$ cat config.mk
export PLATFORM = sky130hd
export DESIGN_NAME = hw_barrier_arrival_ctrl
export DESIGN_NICKNAME = d
export VERILOG_FILES = /design/src/rtl/hw_barrier_arrival_ctrl.sv
export SDC_FILE = /design/constraint.sdc
export NUM_CORES = 1
export LEC_CHECK = 0
export BUFFER_PORTS_ARGS = -buffer_cell sky130_fd_sc_hd__buf_2
export CAP_MARGIN = 10
export CELL_PAD_IN_SITES_DETAIL_PLACEMENT = 0
export CELL_PAD_IN_SITES_GLOBAL_PLACEMENT = 1
export CORE_MARGIN = 2
export CORE_UTILIZATION = 35
export DETAILED_ROUTE_END_ITERATION = 16
export PLACE_DENSITY = 0.86
export SLEW_MARGIN = 20
export SYNTH_ARGS = -nofsm -noshare
export SYNTH_HDL_FRONTEND = slang
export SYNTH_SLANG_ARGS = --single-unit
$ cat constraint.sdc
create_clock -name clk_i -period 5.53 [get_ports clk_i]
set_clock_uncertainty 0.1 [all_clocks]
set_input_delay 1.659 -clock clk_i [delete_from_list [all_inputs] [get_ports clk_i]]
set_output_delay 1.659 -clock clk_i [all_outputs]
set_load 0.01 [all_outputs]
$ cat src/rtl/hw_barrier_arrival_ctrl.sv
// Front end of the cluster HW barrier bank: arbitrates core arrivals per barrier and
// decodes peripheral-bus configuration into shadow team config plus store/clear pulses.
module hw_barrier_arrival_ctrl #(
  parameter int NUM_CORES    = 4,
  parameter int NUM_BARRIERS = 8,
  localparam int CW = $clog2(NUM_CORES) + 1,
  localparam int BW = $clog2(NUM_BARRIERS)
) (
  input  logic                                    clk_i,
  input  logic                                    rst_ni,
  input  logic [NUM_CORES-1:0]                    arrive_req_i,
  input  logic [NUM_CORES-1:0][7:0]               arrive_id_i,
  output logic [NUM_CORES-1:0]                    arrive_ack_o,
  input  logic                                    cfg_req_i,
  input  logic                                    cfg_we_i,
  input  logic [BW+3:0]                           cfg_addr_i,
  input  logic [31:0]                             cfg_wdata_i,
  output logic                                    cfg_gnt_o,
  output logic                                    cfg_rvalid_o,
  output logic [31:0]                             cfg_rdata_o,
  output logic [NUM_BARRIERS-1:0]                 barrier_get_o,
  output logic [NUM_BARRIERS-1:0][CW-1:0]         team_num_threads_o,
  output logic [NUM_BARRIERS-1:0][NUM_CORES-1:0]  mask_to_trigger_o,
  output logic [NUM_BARRIERS-1:0]                 store_team_data_o,
  output logic [NUM_BARRIERS-1:0]                 clear_barrier_req_o,
  input  logic [NUM_BARRIERS-1:0][CW-1:0]         barrier_counter_i
);

  // Handshakes: a core holds arrive_req_i (and a stable id) until it sees the one-cycle
  // arrive_ack_o. The bus is granted in the request cycle and answered by a one-cycle
  // cfg_rvalid_o on the following cycle for both reads and writes.

  localparam int PW = (NUM_CORES > 1) ? $clog2(NUM_CORES) : 1;

  localparam logic [1:0] REG_THREADS = 2'd0;
  localparam logic [1:0] REG_MASK    = 2'd1;
  localparam logic [1:0] REG_CLEAR   = 2'd2;
  localparam logic [1:0] REG_COUNTER = 2'd3;

  logic [BW-1:0]                          cfg_bar;
  logic [1:0]                             cfg_reg;
  logic                                   cfg_bar_ok;
  logic                                   wr_store;
  logic                                   wr_clear;
  logic [NUM_BARRIERS-1:0]                bar_onehot;
  logic [NUM_BARRIERS-1:0]                blocked;
  logic [31:0]                            rdata_d;

  logic [NUM_BARRIERS-1:0][NUM_CORES-1:0] cand;
  logic [NUM_BARRIERS-1:0][PW:0]          pick;
  logic [NUM_BARRIERS-1:0][NUM_CORES-1:0] grant_d;
  logic [NUM_BARRIERS-1:0]                get_d;
  logic [NUM_BARRIERS-1:0][PW-1:0]        next_ptr;
  logic [NUM_CORES-1:0]                   inv_d;
  logic [NUM_CORES-1:0]                   ack_d;

  logic [NUM_BARRIERS-1:0][PW-1:0]        rr_q;
  logic [NUM_CORES-1:0]                   ack_q;
  logic [NUM_BARRIERS-1:0]                get_q;
  logic [NUM_BARRIERS-1:0][CW-1:0]        thr_q;
  logic [NUM_BARRIERS-1:0][NUM_CORES-1:0] mask_q;
  logic [NUM_BARRIERS-1:0]                store_q;
  logic [NUM_BARRIERS-1:0]                clear_q;
  logic                                   rvalid_q;
  logic [31:0]                            rdata_q;

  logic unused_bits;
  assign unused_bits = ^{cfg_addr_i[1:0], cfg_wdata_i};

  // First candidate at or after ptr; returns {found, winner}.
  function automatic logic [PW:0] rr_pick(input logic [NUM_CORES-1:0] c,
                                          input logic [PW-1:0] ptr);
    logic          found;
    logic [PW-1:0] win;
    int            idx;
    found = 1'b0;
    win   = '0;
    for (int i = 0; i < NUM_CORES; i++) begin
      idx = (int'(ptr) + i) % NUM_CORES;
      if (!found && c[idx]) begin
        found = 1'b1;
        win   = PW'(idx);
      end
    end
    return {found, win};
  endfunction

  // Config decode
  assign cfg_bar    = cfg_addr_i[BW+3:4];
  assign cfg_reg    = cfg_addr_i[3:2];
  assign cfg_bar_ok = int'(cfg_bar) < NUM_BARRIERS;
  assign wr_store   = cfg_req_i && cfg_we_i && cfg_bar_ok &&
                      (cfg_reg == REG_THREADS || cfg_reg == REG_MASK);
  assign wr_clear   = cfg_req_i && cfg_we_i && cfg_bar_ok && (cfg_reg == REG_CLEAR);
  assign bar_onehot = NUM_BARRIERS'(1) << cfg_bar;
  assign blocked    = (wr_store || wr_clear) ? bar_onehot : '0;

  always_comb begin
    rdata_d = '0;
    if (cfg_req_i && !cfg_we_i && cfg_bar_ok) begin
      case (cfg_reg)
        REG_THREADS: rdata_d[CW-1:0]        = thr_q[cfg_bar];
        REG_MASK:    rdata_d[NUM_CORES-1:0] = mask_q[cfg_bar];
        REG_COUNTER: rdata_d[CW-1:0]        = barrier_counter_i[cfg_bar];
        default:     rdata_d                = '0;
      endcase
    end
  end

  // Arrival arbitration: a core already being acked is excluded so it cannot win twice.
  always_comb begin
    cand = '0;
    for (int b = 0; b < NUM_BARRIERS; b++) begin
      for (int c = 0; c < NUM_CORES; c++) begin
        cand[b][c] = arrive_req_i[c] && (arrive_id_i[c] == 8'(b)) && !ack_q[c] && !blocked[b];
      end
    end
  end

  always_comb begin
    pick     = '0;
    grant_d  = '0;
    get_d    = '0;
    next_ptr = rr_q;
    for (int b = 0; b < NUM_BARRIERS; b++) begin
      pick[b] = rr_pick(cand[b], rr_q[b]);
      if (pick[b][PW]) begin
        grant_d[b]  = NUM_CORES'(1) << pick[b][PW-1:0];
        get_d[b]    = 1'b1;
        next_ptr[b] = PW'((int'(pick[b][PW-1:0]) + 1) % NUM_CORES);
      end
    end
  end

  // Arrivals on non-existent barriers are simply acknowledged.
  always_comb begin
    inv_d = '0;
    for (int c = 0; c < NUM_CORES; c++) begin
      inv_d[c] = arrive_req_i[c] && (int'(arrive_id_i[c]) >= NUM_BARRIERS) && !ack_q[c];
    end
  end

  always_comb begin
    ack_d = inv_d;
    for (int b = 0; b < NUM_BARRIERS; b++) begin
      ack_d = ack_d | grant_d[b];
    end
  end

  always_ff @(posedge clk_i) begin
    if (!rst_ni) begin
      rr_q     <= '0;
      ack_q    <= '0;
      get_q    <= '0;
      thr_q    <= '0;
      mask_q   <= '0;
      store_q  <= '0;
      clear_q  <= '0;
      rvalid_q <= 1'b0;
      rdata_q  <= '0;
    end else begin
      rr_q     <= next_ptr;
      ack_q    <= ack_d;
      get_q    <= get_d;
      store_q  <= wr_store ? bar_onehot : '0;
      clear_q  <= wr_clear ? bar_onehot : '0;
      rvalid_q <= cfg_req_i;
      rdata_q  <= rdata_d;
      if (wr_store && cfg_reg == REG_THREADS) thr_q[cfg_bar]  <= cfg_wdata_i[CW-1:0];
      if (wr_store && cfg_reg == REG_MASK)    mask_q[cfg_bar] <= cfg_wdata_i[NUM_CORES-1:0];
    end
  end

  assign arrive_ack_o        = ack_q;
  assign barrier_get_o       = get_q;
  assign team_num_threads_o  = thr_q;
  assign mask_to_trigger_o   = mask_q;
  assign store_team_data_o   = store_q;
  assign clear_barrier_req_o = clear_q;
  assign cfg_gnt_o           = cfg_req_i;
  assign cfg_rvalid_o        = rvalid_q;
  assign cfg_rdata_o         = rdata_q;

endmodule

==> flow_summary.ini <==
[floorplanning]
die_h_um = 140
fp.coreArea_mm2 = 0.0180
dieArea_mm2 = 0.0195
ios = 221
start_util_pct = 35.8
die_x_um = 140
num_rows = 49

[cells_and_area]
area_delta_synth_final_pct = 19.3
layout_common_cells = 162 x buf_2, 105 x dfxtp_1, 71 x nand2_1, 68 x nand3_1, 64 x a21oi_1
multi_input_area_mm2 = 0.00395
diodes = 0
seq_area_mm2 = 0.00210
fin_area_mm2 = 0.00767
fin_nets = 1084
fill_cells = 1820
drive_above_1_share_pct = 22.9
layout_commonest_cell = buf_2

[timing]
slew_headroom_pct = 38.1
rsz0062_at_grt = false
hold_viol_final = 0
slew_violations = 0
max_freq_mhz = 213
finalSetupTns_ns = 0
tightestPinTransition_ns = 0.928
period_share_pct = 85.0
period_minus_slack_ns = 4.70
final-setup-viol-count = 0

[clock_tree]
cts_resized = 0
cts-hold-fix-buffers = 0
clk_pin_slew_ns = 0.08
root_buffer = clkbuf_16
clock_sinks = 105
cts_setup_buffers = 0
cts_tree = built
clk_path_buf_depth = 2
cts-htree-levels = 3
cts_inserted_buffers = 9
clkLatencyLatePin_ns = 0.36

[global_route]
grt_first_pass_wirelength_um = 33600
grt_usage_pct = 21.7
grt_max_degree = 48
grt_pass1_vias = 6124
antenna_found_initial = 0
overflow = 0

[logic_synthesis]
synthArstFlopShare_pct = 0
ys_types = 63
syn_area_per_cell_um2 = 7.94
synth-edff-count = 0
seq_area_frac_synth_pct = 32.7
synthTopCellsByArea = dfxtp_1 33%, ha_1 6.2%, nand3_1 5.3%
syn_area_mm2 = 0.00643
synth.ff_latch_count = 105
syn_inst = 809
yosys.area.top_type = dfxtp_1
synthFlopType = dfxtp_1
synth_warnings = 0
yosysTopAreaCellShare_pct = 32.7

[routing]
vias = 6677
viasPerCell = 5.65
drtIter0Drc = 440
dr.pass1.iters = 5
routedWlPerCell_um = 18.3
totalWireLength_um = 21600
drc = 0
drtAntennaViolNets = 0

[power_and_ir_drop]
total_power_mw = 1.57
clock_power_share_pct = 41.1
p_sw_mw = 0.439
p_per_area_mw_per_mm2 = 204
p_leak_nw = 3.29
ir_drop_uv = 142
p_comb_share_pct = 10.1
swShare_pct = 28.0
internal-power_mw = 1.13
p_seq_share_pct = 48.8

[hold_path]
holdPathStages = 2
hold_class = reg2reg

[place]
dp_hpwl_um = 15900
gp_congestion = 0.908
place_area_mm2 = 0.00738
port_buffers = 162

[worst_setup_path]
critical_path_required_ns = 5.68
cpMaxStageDelayCell = nor4_1
critical_path_arrival_ns = 4.85
slowest_delay_ns = 0.62
path_max_fanout = 11
startpoint_type = primary input
end_kind = register
r2r_cells = 9
cp_cell_sequence = buf_2, and2_1, nand3_1, and3_1, nor4_1, nor2_1, ha_1, o41a_1, a2111o_1, o41a_1
cpMostUsedCell = o41a_1
worst-setup-path-type = in2reg

[run_status]
outcome = finished, final reports clean

[run]
drv_cap = 0
final timing paths:
check | from | to | slack, ns
worst max register to register | arrive_ack_o[3] | arrive_ack_o[2] | 2.24
worst min-delay path | team_num_threads_o[5] | team_num_threads_o[5] | 0.37
worst min register to register | team_num_threads_o[5] | team_num_threads_o[5] | 0.37
worst max-delay path | cfg_req_i | arrive_ack_o[3] | 0.83
through the flow:
stage               instances  util [%]  hold slack, ns  worst slack, ns
floorplan                 836         -           0.392            0.785
global placement         1167      41.1           0.356            0.532
detailed placement       1167      41.1           0.364            0.508
CTS                      1182      42.7           0.377            0.897
global route             1182      42.7           0.394            0.568
finish                   1182      42.7           0.374            0.832
power groups by stage:
| stage | Combinational [mW] | Sequential [mW] | Clock, mW |
|---|---|---|---|
| final | 0.159 | 0.765 | 0.644 |
| after global placement | 0.156 | 0.783 | 0 |
| after floorplan | 0.0971 | 0.784 | 0 |
| after detailed placement | 0.156 | 0.783 | 0 |
| after global routing | 0.172 | 0.766 | 0.689 |
| after CTS | 0.157 | 0.765 | 0.662 |
cell families (layout without fill, tap and decap cells):
family	count (synthesis)	in the layout	share of synthesized area, %
AND/OR/NAND/NOR	345	345	29.5
buffers and inverters	97	214	7.52
multiplexers	7	7	1.09
flip-flops	105	105	32.7
AO/OA/AOI/OAI	222	222	22.9
other	1	28	0.0584
adder cells (fa/ha/maj)	32	32	6.23
worst max-delay path: cells and delay by family:
| kind | cells | cell delay, ns |
|---|---|---|
| adders and majority gates | 1 | 0.24 |
| AOI/OAI and AO/OA | 3 | 0.85 |
| and+or+nand+nor | 5 | 1.98 |
| buffers and inverters | 1 | 0.11 |
sequential cells by signal, summed over array words and instances, names as in the netlist:
name	cells
store_team_data_o	8
cfg_rvalid_o	1
rr_q	16
arrive_ack_o	4
barrier_get_o	8
mask_to_trigger_o	32
team_num_threads_o	24
clear_barrier_req_o	8
cfg_rdata_o	4
metal layers:
layer | wire length (um) | part of all wire, % | global-route usage, %
met1 | 9330 | 43 | 28.5
met2 | 10300 | 47 | 35.6
met3 | 1520 | 7.0 | 3.72
met4 | 510 | 2.4 | 8.08
met5 | 0 | 0 | 0
Yosys cell counts (26+ instances only):
cell / number
o21ai_0: 46
nand3_1: 68
nand2_1: 72
dfxtp_1: 105
ha_1: 32
clkbuf_1: 48
nand4_1: 26
buf_4: 30
and3_1: 28
a21oi_1: 64
a22oi_1: 34
nor2_1: 60
area by class of cell:
cell class,instances,area share (%)
Inverter,13,0.637
Clock buffer,9,2.94
Clock inverter,6,0.816
Sequential cell,105,27.4
Multi-Input combinational cell,634,51.5
Tap cell,229,3.74
Timing Repair Buffer,186,12.9
Power figures use the tool's default switching activity.
